### config.mk
export PLATFORM = sky130hd
export DESIGN_NAME = mem_access_ctrl
export DESIGN_NICKNAME = d
export VERILOG_FILES = /design/src/rtl/mem_access_ctrl.sv
export SDC_FILE = /design/constraint.sdc
export NUM_CORES = 1
export LEC_CHECK = 0
export ABC_AREA = 1
export BUFFER_PORTS_ARGS = -buffer_cell sky130_fd_sc_hd__buf_4
export CORE_MARGIN = 1.5
export CORE_UTILIZATION = 53
export DETAILED_ROUTE_END_ITERATION = 7
export HOLD_SLACK_MARGIN = 0.15
export PLACE_DENSITY = 0.84
export SYNTH_ARGS = -nofsm -noshare
export SYNTH_HDL_FRONTEND = slang
export SYNTH_SLANG_ARGS = --single-unit
### constraint.sdc
create_clock -name clock -period 4 [get_ports clock]
set_input_delay 0 -clock clock [delete_from_list [all_inputs] [get_ports clock]]
set_output_delay 0 -clock clock [all_outputs]
set_load 0.03 [all_outputs]
### src/rtl/mem_access_ctrl.sv
// mem_access_ctrl: memory-access stage of the LC-3 pipeline.
// Takes the Execute stage's memory-side outputs and runs single or indirect
// loads and stores over a request/acknowledge data-memory port. Load results go
// to Writeback. Execute is stalled (ready low) while an access is in flight.
//
// Build option: define MEM_TIMEOUT_EN to add a watchdog. If an access waits
// TIMEOUT_CYCLES cycles without an ack, it is aborted and the sticky mem_err
// flag is set.
//
// Ports:
//   clock, reset        clock; synchronous active-high reset
//   ex_valid/ex_ir      instruction handshake and IR_Exec from Execute
//   ex_addr/ex_mdata    effective address and store data from Execute
//   ex_indirect         1 = LDI/STI two-phase access
//   ready               stage idle and able to accept
//   dmem_*              data-memory request/acknowledge port
//   wb_data/wb_valid    load result and its one-cycle update pulse
//   st_done             one-cycle pulse when a store completes
//   mem_err             sticky watchdog error (always 0 without MEM_TIMEOUT_EN)
module mem_access_ctrl #(
    parameter int unsigned AW             = 16,
    parameter int unsigned DW             = 16,
    parameter int unsigned TIMEOUT_CYCLES = 15
) (
    input  logic          clock,
    input  logic          reset,
    input  logic          ex_valid,
    input  logic [15:0]   ex_ir,
    input  logic [AW-1:0] ex_addr,
    input  logic [DW-1:0] ex_mdata,
    input  logic          ex_indirect,
    output logic          ready,
    output logic [AW-1:0] dmem_addr,
    output logic [DW-1:0] dmem_wdata,
    output logic          dmem_rd,
    output logic          dmem_wr,
    input  logic          dmem_ack,
    input  logic [DW-1:0] dmem_rdata,
    output logic [DW-1:0] wb_data,
    output logic          wb_valid,
    output logic          st_done,
    output logic          mem_err
);

    typedef enum logic [1:0] {StIdle, StInd, StRd, StWr} state_e;

    state_e        state_q, state_d;
    logic [AW-1:0] addr_q, addr_d;      // target address (pointer after the IND phase)
    logic [DW-1:0] mdata_q, mdata_d;
    logic          store_q, store_d;
    logic          rd_q, rd_d;
    logic          wr_q, wr_d;
    logic [AW-1:0] maddr_q, maddr_d;
    logic [DW-1:0] wdata_q, wdata_d;
    logic [DW-1:0] wb_data_q, wb_data_d;
    logic          wb_valid_q, wb_valid_d;
    logic          st_done_q, st_done_d;
    logic          ready_q, ready_d;
    logic          ack_hit;

    // Only the opcode field of the IR matters here.
    logic unused_ir;
    assign unused_ir = ^ex_ir[11:0];

    // An ack counts only while a request is actually on the port.
    assign ack_hit = dmem_ack && (rd_q || wr_q);

`ifdef MEM_TIMEOUT_EN
    localparam int unsigned CW = $clog2(TIMEOUT_CYCLES + 1);
    logic [CW-1:0] cnt_q, cnt_d;
    logic          err_q, err_d;
`else
    logic unused_timeout;
    assign unused_timeout = ^TIMEOUT_CYCLES;
`endif

    always_comb begin
        state_d    = state_q;
        addr_d     = addr_q;
        mdata_d    = mdata_q;
        store_d    = store_q;
        rd_d       = 1'b0;
        wr_d       = 1'b0;
        maddr_d    = maddr_q;
        wdata_d    = wdata_q;
        wb_data_d  = wb_data_q;
        wb_valid_d = 1'b0;
        st_done_d  = 1'b0;
`ifdef MEM_TIMEOUT_EN
        cnt_d      = cnt_q;
        err_d      = err_q;
`endif

        case (state_q)
            StIdle: begin
                if (ex_valid && ready_q) begin
                    addr_d  = ex_addr;
                    mdata_d = ex_mdata;
                    case (ex_ir[15:12])
                        4'b0010, 4'b0110: begin
                            store_d = 1'b0;
                            state_d = StRd;
                        end
                        4'b0011, 4'b0111: begin
                            store_d = 1'b1;
                            state_d = StWr;
                        end
                        // LDI/STI fall back to the direct form without ex_indirect.
                        4'b1010: begin
                            store_d = 1'b0;
                            state_d = ex_indirect ? StInd : StRd;
                        end
                        4'b1011: begin
                            store_d = 1'b1;
                            state_d = ex_indirect ? StInd : StWr;
                        end
                        default: ;
                    endcase
                end
            end
            StInd: begin
                if (ack_hit) begin
                    // Pointer used verbatim; request drops for one cycle here.
                    addr_d  = AW'(dmem_rdata);
                    state_d = store_q ? StWr : StRd;
                end else begin
                    rd_d    = 1'b1;
                    maddr_d = addr_q;
                end
            end
            StRd: begin
                if (ack_hit) begin
                    wb_data_d  = dmem_rdata;
                    wb_valid_d = 1'b1;
                    state_d    = StIdle;
                end else begin
                    rd_d    = 1'b1;
                    maddr_d = addr_q;
                end
            end
            StWr: begin
                if (ack_hit) begin
                    st_done_d = 1'b1;
                    state_d   = StIdle;
                end else begin
                    wr_d    = 1'b1;
                    maddr_d = addr_q;
                    wdata_d = mdata_q;
                end
            end
            default: state_d = StIdle;
        endcase

`ifdef MEM_TIMEOUT_EN
        if (state_q == StIdle || state_d != state_q) begin
            cnt_d = '0;
        end else begin
            cnt_d = cnt_q + CW'(1);
            if (cnt_d == CW'(TIMEOUT_CYCLES)) begin
                state_d = StIdle;
                rd_d    = 1'b0;
                wr_d    = 1'b0;
                err_d   = 1'b1;
                cnt_d   = '0;
            end
        end
`endif

        ready_d = (state_d == StIdle);
    end

    always_ff @(posedge clock) begin
        if (reset) begin
            state_q    <= StIdle;
            addr_q     <= '0;
            mdata_q    <= '0;
            store_q    <= 1'b0;
            rd_q       <= 1'b0;
            wr_q       <= 1'b0;
            maddr_q    <= '0;
            wdata_q    <= '0;
            wb_data_q  <= '0;
            wb_valid_q <= 1'b0;
            st_done_q  <= 1'b0;
            ready_q    <= 1'b1;
`ifdef MEM_TIMEOUT_EN
            cnt_q      <= '0;
            err_q      <= 1'b0;
`endif
        end else begin
            state_q    <= state_d;
            addr_q     <= addr_d;
            mdata_q    <= mdata_d;
            store_q    <= store_d;
            rd_q       <= rd_d;
            wr_q       <= wr_d;
            maddr_q    <= maddr_d;
            wdata_q    <= wdata_d;
            wb_data_q  <= wb_data_d;
            wb_valid_q <= wb_valid_d;
            st_done_q  <= st_done_d;
            ready_q    <= ready_d;
`ifdef MEM_TIMEOUT_EN
            cnt_q      <= cnt_d;
            err_q      <= err_d;
`endif
        end
    end

    assign ready      = ready_q;
    assign dmem_addr  = maddr_q;
    assign dmem_wdata = wdata_q;
    assign dmem_rd    = rd_q;
    assign dmem_wr    = wr_q;
    assign wb_data    = wb_data_q;
    assign wb_valid   = wb_valid_q;
    assign st_done    = st_done_q;
`ifdef MEM_TIMEOUT_EN
    assign mem_err    = err_q;
`else
    assign mem_err    = 1'b0;
`endif

endmodule

# Word-level counts from Yosys, hierarchy flattened

Index checks and enable logic that the tools add are counted.

Output and inout port bits: 54
Word-level logic and storage cells: 64
Bits in registers: 88
Bits of input ports: 69

Bitwise operators: 4
Multiplexer cells: 14
Equality and inequality tests: 11
Reduce and logical (&&, ||, !) cells: 23

Operators by type and width:

| kind                                                 | count |
|---|---|
| two-way mux 16 bit                                   | 2 |
| one-hot mux 16 bit (2 select lines)                  | 1 |
| OR reduction 2 bit                                   | 7 |
| two-way mux 2 bit                                    | 5 |
| OR reduction 3 bit                                   | 3 |
| equality test 4 x 2 -> 1 bit (second input constant) | 2 |
| equality test 4 x 3 -> 1 bit (second input constant) | 2 |
| equality test 4 bit (second input constant)          | 2 |
| one-hot mux 2 bit (4 select lines)                   | 1 |
| AND reduction 2 bit                                  | 4 |
| one-hot mux 2 bit (3 select lines)                   | 1 |
| AND reduction 3 bit                                  | 2 |
| equality test 2 bit (second input constant)          | 2 |
| zero test 2 bit                                      | 2 |
| != test 2 bit (second input constant)                | 2 |
| NOT 1 bit                                            | 4 |
| nonzero test 2 bit                                   | 2 |
| two-way mux 1 bit                                    | 3 |
| equality test 2 x 1 -> 1 bit (second input constant) | 1 |
| logical AND 1 bit                                    | 2 |
| one-hot mux 1 bit (2 select lines)                   | 1 |
| logical OR 1 bit                                     | 1 |

# Longest topological paths before layout

Gate-level depths: netlist (run 1).

Depth in word-level cells: 6
Mapped depth: 9
Depth with buffers taken out: 8

# Worst setup path after synthesis (run 1)

Ideal clock, no wire load.

Path type: register to register
Start point: reg state_q[1]
End point: reg addr_q[1]
Setup time: 0.140 ns
Path buffers: 2
Required time: 3.860 ns
Data arrival time: 1.362 ns
Slack: 2.498 ns
Stages on the path, launching flop included: 10
Clock period less this slack: 1.502 ns
Cells stage by stage: dfxtp_1 > inv_1 > ha_1 > buf_6 > inv_6 > o21ai_4 > nand2_4 > buf_12 > nand2_2 > a21oi_2

Longest elaborated chain between the ends: 3
Elaborated cells between the ends (all ways): 7
Classes of those cells: 3 x eq/ne; 1 x mux; 3 x reduce/logical

RTL lines:

| element                                                         | RTL line | RTL |
|---|---|---|
| start, declared                                                 | 47       | `state_e state_q, state_d;` |
| start signal, assigned                                          | 174      | `state_q <= StIdle;` |
| start signal, assigned                                          | 191      | `state_q <= state_d;` |
| equality test 2 x 1 -> 1 bit or zero test 2 bit (tied branches) | 94       | `case (state_q)` |
| != test 2 bit (no line) or nonzero test 2 bit (tied branches)   | n/a      |  |
| AND reduction 3 bit (no line)                                   | n/a      |  |
| end signal, assigned                                            | 192      | `addr_q <= addr_d;` |
| end, declared                                                   | 48       | `logic [AW-1:0] addr_q, addr_d;` |

Parallel ways exist; a longest one is shown, timed or not.
A chain may end at the register's enable or synchronous reset.

# Worst setup path in the final report (run 1)

Start point: reg state_q[1]
End point: reg addr_q[11]

Same word-level chain as after synthesis.

==> results of run 1 <==
==> sequential cells by signal (all words and copies together), names as in the netlist <==
name	count
addr_q	16
dmem_addr	16
dmem_wdata	16
mdata_q	16
wb_data	16
state_q	2
dmem_rd	1
dmem_wr	1
ready	1
st_done	1
store_q	1
wb_valid	1
==> logic make-up after synthesis <==
group                      share of synthesized area
buffers and inverters                         0.0755
and+or+nand+nor                                0.229
other                                        0.00105
adders and majority gates                     0.0176
DFF                                            0.495
AOI/OAI and AO/OA                              0.183
==> power breakdown <==
part / internal [mW] / leakage, nW / total (mW) / switching (mW)
registers: 1.05 / 0.718 / 1.16 / 0.103
logic: 0.422 / 1.64 / 1.14 / 0.721
clock network: 0.316 / 0.110 / 0.679 / 0.363
total: 1.79 / 2.47 / 2.98 / 1.19
==> through the flow <==
step	total power [mW]	cell area, um^2	instances
final	2.98	5400	713
after global routing	3.11	5400	713
after CTS	2.87	5400	712
after detailed placement	2.12	4310	609
after global placement	2.10	4310	609
after floorplan	1.88	3560	451
==> final timing paths <==
check	startpoint	end	slack (ns)
max	state_q[1]	addr_q[11]	0.90
max reg2reg	state_q[1]	addr_q[11]	0.90
min	ex_ir[13]	state_q[1]	0.20
min reg2reg	mdata_q[4]	dmem_wdata[4]	0.46
==> cells in the mapped netlist, types with 2 or more instances <==
| library cell | instances |
|---|---|
| dfxtp_1 | 88 |
| nand2_1 | 88 |
| a21oi_1 | 57 |
| nand3_1 | 39 |
| nor2_1 | 39 |
| o21ai_0 | 35 |
| inv_1 | 22 |
| o21ai_1 | 14 |
| clkbuf_1 | 12 |
| nand2_2 | 11 |
| a21oi_2 | 10 |
| buf_2 | 6 |
| buf_4 | 5 |
| ha_1 | 5 |
| nand2_4 | 4 |
| buf_1 | 2 |
| buf_6 | 2 |
| o21ai_4 | 2 |
| or2_2 | 2 |
==> placed cells by master (no fill, tap or decap) <==
cell type and n:
nand2_2 11, a21oi_1 57, conb_1 1, buf_4 109, bufinv_16 1, clkinv_2 2, a21oi_2 10, dlygate4sd3_1 87
o21ai_1 14, nand2_1 88, o21ai_0 35, inv_8 1, ha_1 5, inv_6 4, or2_2 2, inv_1 22
nand3_2 1, o21ai_4 2, clkbuf_8 10, nor2_1 39, nand2_4 4, inv_2 1, nand3_1 39, inv_4 1
diode_2 1, nand4_1 1, dfxtp_1 88
==> critical path, cell delays in order (launching register included) <==
cell	delay, ns
dfxtp_1	0.38
inv_1	0.18
ha_1	0.75
inv_6	0.17
o21ai_4	0.47
nand2_4	0.24
nand2_1	0.14
a21oi_1	0.08
dlygate4sd3_1	0.58
==> timing repair <==
item	4_1_cts	5_1_grt
setup buffers	0	0
hold buffers	87	0
hold endpoints to repair	54	0
==> layer usage <==
layer  track usage  part of all wire
met4         0.246             0.064
met5             0                 0
met2         0.626              0.50
met3        0.0944             0.081
met1         0.388              0.35
==> cell type report <==
cell class	instances	area share
repair buffers	196	0.313
inverters	26	0.0197
multi-input cells	309	0.284
well taps	77	0.0178
flip-flops and latches	88	0.326
diodes	1	0.000464
clock inverters	6	0.0134
clock buffers	10	0.0255
==> impl_metrics.yaml, run 1 <==
timing:
  tns_ns: 0
  worst_pin_slew_ns: 1.25
  skew_ns: 0.0133
  whs_ns: 0.204
  slew_violations: 0
  worst_slack_ns: 0.897
  relSlewSlack: 0.168
  setup_viol: 0
  fmax_mhz: 322
  finalCritPeriodShare: 0.776
  finalHoldViolations: 0
  fin_crit_ns: 3.10
  rsz0062_at_grt: "no"
placement:
  preCtsSetupSlack_ns: 1.71
  place.port_buffers: 109
  gp_congestion: 0.859
  dp_hpwl_mm: 5.63
routing:
  wl_per_cell_um: 18.1
  viasPerCell: 5.73
  ant_nets: 0
  wl_mm: 12.9
  drc: 8
  num_vias: 4084
  drt-initial-drc-count: 404
  first_pass_iters: 8
final_layout:
  synthToLayoutAreaGrowth_pct: 51.5
  nets: 704
  utilization: 0.840
  multi_input_comb_area_um2: 1530
  fillCellCount: 327
  drive_gt1_frac: 0.250
  register_area_um2: 1760
worst_hold_path:
  hold_path_class: "in2reg"
  whs_path_depth: 6
critical_path:
  start_kind: "flop"
  worstRegToRegCells: 8
  crit_required_ns: 4.28
  crit_type: "reg2reg"
  cp-end-kind: "flop"
  crit_arrival_ns: 3.38
  cp_max_fo: 19
logic_synthesis:
  async_flop_share: 0
  synthDistinctLibCells: 27
  syn_avg_cell_area_um2: 7.90
  syn_area_um2: 3560
  syn_nets: 525
  yosys_warnings: 0
  synth_seq_cells: 88
  yosysSeqAreaShare: 0.495
  syn_inst: 451
  synth_ff_type: "dfxtp_1"
  synth_edf_count: 0
  synth_top_area_share: 0.495
  synth_top_area_cell: "dfxtp_1"
  synth_area_leaders: "dfxtp_1, nand2_1, a21oi_1"
global_routing:
  antenna_found_initial: 1
  gr-total-overflow: 0
  grt_pass1_vias: 4039
  grt_usage: 0.363
  grt_first_pass_wirelength_mm: 20.2
  grt_max_degree: 53
die:
  initial_utilization: 0.555
  die_w_um: 85.0
  rows: 29
  die_h_um: 85.0
  io-pin-count: 123
  placeableCoreArea_um2: 6420
  dieArea_um2: 7220
cts:
  clock-sinks: 88
  cts_buffers: 9
  cts_tree: "done"
  cts_resized: 0
  htreeDepth: 3
  clkTransAtPathRegs_ns: 0.11
  cts_buffer_depth: 2
  cts_root_buf: "clkbuf_8"
  insertion_delay_ns: 0.38
status:
  violations: "DRC"
  status: "finished with violations"
job:
  maxCapViolations: 0
power:
  pwr_density_cell_nw_per_um2: 552
  ir_drop_mv: 0.369
  leakage_nw: 2.47
Power figures use the tool's default switching activity.
==> run 2, diff against run 1 <==
- CORE_UTILIZATION: 53 -> 45
- PLACE_DENSITY: 0.84 -> 0.76
- clock period: 4 -> 2.55 ns (I/O delays scaled with it)
==> impl_metrics.yaml, run 2 (synthesized netlist as in run 1, its figures left out) <==
cts:
  cts_buffer_depth: 2
  cts_root_buf: "clkbuf_8"
  cts_resized: 0
  clock-sinks: 88
  cts_buffers: 9
  htreeDepth: 3
  cts_tree: "done"
  insertion_delay_ns: 0.35
  clkTransAtPathRegs_ns: 0.09
critical_path:
  crit_required_ns: 2.79
  critPathMaxStageDelay_ns: 0.57
  cp_max_fo: 18
  crit_top_cell: "nand3_1"
  crit_buf_inv: 2
  cp-end-kind: "flop"
  start_kind: "flop"
  crit_family: "simple AND/OR/NAND/NOR gates"
  crit_chain: "inv_1, ha_1, or2_2, nand3_1, nand3_1, nand2_1, nor2_1, dlygate4sd3_1"
  critPathSlowestCell: "dlygate4sd3_1"
  crit_type: "reg2reg"
  crit_arrival_ns: 2.57
power:
  total_power_mw: 4.54
  pwr-share-comb: 0.388
  clock_power_share: 0.217
  p_int_mw: 2.81
  netSwitchingFraction: 0.381
  seq_power_share: 0.396
  pwr_density_cell_nw_per_um2: 832
  switchingPower_mw: 1.73
  leakage_nw: 2.48
  ir_drop_mv: 0.318
die:
  dieArea_um2: 8460
  rows: 32
  die_w_um: 92.0
  io-pin-count: 123
  die_h_um: 92.0
  placeableCoreArea_um2: 7690
  initial_utilization: 0.463
global_routing:
  busiest_layer: "met2"
  antenna_found_initial: 0
  grt_usage: 0.252
  grtUsageMet1: 0.307
  grt_pass1_vias: 3793
  grt_max_degree: 37
  met2_usage: 0.421
  gr-total-overflow: 0
  grt_first_pass_wirelength_mm: 17.3
  grtUsageMet3: 0.0448
final_layout:
  drive_gt1_frac: 0.261
  fin_cells: 743
  fillCellCount: 572
  synthToLayoutAreaGrowth_pct: 53.2
  diodes: 0
  nets: 710
  layout_commonest_cell: "buf_4"
  final_cell_mix: "buf_4, nand2_1, dfxtp_1"
routing:
  drc: 0
  viasPerCell: 5.02
  wl_per_cell_um: 14.0
  num_vias: 3732
  first_pass_iters: 4
  wl_mm: 10.4
  ant_nets: 0
  drt-initial-drc-count: 199
timing:
  tns_ns: 0
  whs_ns: 0.193
  setup_viol: 0
  fin_crit_ns: 2.33
  finalHoldViolations: 0
  relSlewSlack: 0.408
  worst_pin_slew_ns: 0.888
  finalCritPeriodShare: 0.915
  rsz0062_at_grt: "no"
  slew_violations: 0
  skew_ns: 0.0114
  worst_slack_ns: 0.216
  fmax_mhz: 428
worst_hold_path:
  hold_path_class: "in2reg"
placement:
  preCtsSetupSlack_ns: 0.723
  place.port_buffers: 109
  dp_hpwl_mm: 5.94
  gp_congestion: 0.870
  place_inst: 638
job:
  maxCapViolations: 0
status:
  status: "finished clean"
[run 2: cell types whose count changed in the layout (fill, tap and decap cells not counted)]
cell / delta
clkbuf_8: -1
diode_2: -1
dlygate4sd3_1: -2
clkinv_4: +1
clkinvlp_4: +2
inv_6: -2
buf_4: +8
[run 2: stage by stage]
step	area, um^2	utilization
finish	5460	0.710
global route	5460	0.710
CTS	5430	0.706
detailed placement	4380	0.569
global placement	4380	0.569
floorplan	3560	-
[run 2: power groups by stage]
stage               logic (mW)  registers (mW)  clock network, mW
CTS                       1.69            1.80               1.01
floorplan                0.883            2.06                  0
global placement          1.50            1.81                  0
global route              1.93            1.83               1.07
finish                    1.76            1.80              0.984
detailed placement        1.53            1.83                  0
[run 2: worst min-delay path, cell delays in order]
cell     delay, ns
buf_4         0.12
nand4_1       0.13
nand2_1       0.08
nand3_1       0.11
a21oi_1       0.07
[run 2: final timing paths]
check | startpoint | endpoint | slack, ns | cells after the start
worst max-delay path | state_q[0] | state_q[1] | 0.22 | 8
worst min-delay path | ex_ir[13] | state_q[0] | 0.19 | 5
worst max register to register | state_q[0] | state_q[1] | 0.22 | 8
worst min register to register | mdata_q[1] | mdata_q[1] | 0.46 | 2
[run 2: final cells by class]
type                    count  area [um^2]  share of cell area
flip-flops and latches     88         1760               0.323
repair buffers            202         1730               0.317
multi-input cells         309         1530               0.281
well taps                 102          128              0.0234
clock buffers               9          124              0.0227
inverters                  26          106              0.0195
clock inverters             7         78.8              0.0144
[run 2: what timing repair did]
item,CTS,global route
endpoints found under the setup margin,0,2
endpoints found under the hold margin,54,0
hold buffers,85,0
setup buffers,0,4
[run 2: metal layers]
layer | share of wire | vias to the layer above
li1 | - | 1846
met1 | 0.42 | 1704
met2 | 0.49 | 147
met3 | 0.056 | 35
met4 | 0.031 | 0
met5 | 0 | -
==> run 3, diff against run 2 <==
- CORE_UTILIZATION: 45 -> 50
- PLACE_DENSITY: 0.76 -> 0.8
- clock period: 2.55 -> 2.7 ns (I/O delays scaled with it)
==> impl_metrics.yaml, run 3 (synthesized netlist as in run 1, its figures left out) <==
status:
  status: "finished clean"
worst_hold_path:
  hold_path_class: "in2reg"
cts:
  cts_root_buf: "clkbuf_8"
  cts_setup_buffers: 0
  clkTransAtPathRegs_ns: 0.10
  insertion_delay_ns: 0.35
  cts_buffers: 9
  cts_buffer_depth: 2
  htreeDepth: 3
  clock-sinks: 88
  cts_tree: "done"
routing:
  first_pass_iters: 5
  viasPerCell: 5.18
  num_vias: 3798
  wl_mm: 10.8
  drc: 0
  wl_per_cell_um: 14.8
  ant_nets: 0
  drt-initial-drc-count: 219
final_layout:
  drive_gt1_frac: 0.254
  multi_input_comb_area_um2: 1530
  nets: 706
  diodes: 0
  layout_commonest_cell: "buf_4"
  fillCellCount: 429
  synthToLayoutAreaGrowth_pct: 52.6
  register_area_um2: 1760
  final_cell_mix: "buf_4, nand2_1, dfxtp_1"
timing:
  finalHoldViolations: 0
  skew_ns: 0.0122
  relSlewSlack: 0.503
  worst_pin_slew_ns: 0.746
  finalCritPeriodShare: 0.885
  rsz0062_at_grt: "no"
  setup_viol: 0
  tns_ns: 0
  slew_violations: 0
  fin_crit_ns: 2.39
  fmax_mhz: 419
critical_path:
  r2r_end: "addr_q[14]"
  crit_family: "buffers and inverters"
  start_kind: "flop"
  crit_chain: "inv_1, ha_1, inv_6, o21ai_4, nand2_4, nand2_1, a21oi_1, dlygate4sd3_1"
  crit_type: "reg2reg"
  reg2reg_from: "state_q[1]"
  cp-end-kind: "flop"
  crit_arrival_ns: 2.62
  critPathSlowestCell: "dlygate4sd3_1"
  crit_buf_inv: 3
  critPathMaxStageDelay_ns: 0.58
  endpoint: "addr_q[14]"
  path_depth: 8
  cp_max_fo: 18
  crit_required_ns: 2.93
  worstRegToRegCells: 8
  r2r_setup_slack_ns: 0.31
  crit_path_start: "state_q[1]"
die:
  dieArea_um2: 7640
  placeableCoreArea_um2: 6830
  initial_utilization: 0.521
  io-pin-count: 123
  die_w_um: 87.4
  die_h_um: 87.4
  rows: 30
power:
  total_power_mw: 4.30
  ir_drop_mv: 0.372
  leakage_nw: 2.47
  pwr_density_cell_nw_per_um2: 792
placement:
  place.port_buffers: 109
  dp_hpwl_mm: 5.85
  gp_congestion: 0.835
global_routing:
  antenna_found_initial: 0
  grt_first_pass_wirelength_mm: 17.0
  gr-total-overflow: 0
  grt_usage: 0.288
  grt_max_degree: 37
  grt_pass1_vias: 3726
job:
  maxCapViolations: 0
run 3: through the flow:
step	hold slack (ns)	std cells	setup slack (ns)	instance area [um^2]	utilization
after global routing	0.222	733	0.128	5440	0.796
final	0.162	733	0.311	5440	0.796
after global placement	0.280	631	0.927	4360	0.638
after CTS	0.162	733	0.338	5440	0.796
after floorplan	0.165	451	1.20	3560	-
after detailed placement	0.291	631	0.895	4360	0.638
run 3: per-layer routing:
layer / track usage / part of all wire / vias up / wire length (um)
li1: - / - / 1839 / -
met1: 0.317 / 0.39 / 1752 / 4190
met2: 0.517 / 0.51 / 162 / 5570
met3: 0.0540 / 0.053 / 45 / 577
met4: 0.163 / 0.046 / 0 / 497
met5: 0 / 0 / - / 0
run 3: layout make-up:
cell class                      instances  share of cell area
Sequential cell                        88               0.324
Clock buffer                           11              0.0279
Inverter                               26              0.0196
Tap cell                               96              0.0221
Clock inverter                          5              0.0115
Timing Repair Buffer                  198               0.313
Multi-Input combinational cell        309               0.282
run 3: power breakdown:
group | switching, mW | internal (mW) | leakage (nW)
Combinational | 0.996 | 0.629 | 1.65
Clock | 0.494 | 0.485 | 0.103
Sequential | 0.141 | 1.56 | 0.718
Total | 1.63 | 2.67 | 2.47
run 3: worst register-to-register path, cell delays in order (launching register included):
cell	delay (ns)
dfxtp_1	0.36
inv_1	0.14
ha_1	0.26
inv_6	0.11
o21ai_4	0.42
nand2_4	0.24
nand2_1	0.11
a21oi_1	0.06
dlygate4sd3_1	0.58
run 3: worst min path at each step:
stage                             start           to  slack [ns]  cells past startpoint
after floorplan           dmem_rdata[0]   wb_data[0]        0.16                      2
after global placement     ex_mdata[10]  mdata_q[10]        0.28                      3
after detailed placement    ex_mdata[2]   mdata_q[2]        0.29                      3
after CTS                     ex_ir[13]   state_q[0]        0.16                      5
after global routing          ex_ir[13]   state_q[0]        0.22                      5
final                         ex_ir[13]   state_q[0]        0.16                      5
run 3: timing repair:
item	in CTS	in global routing
hold buffers	86	0
hold endpoints to repair	54	0
gates resized for setup	0	0
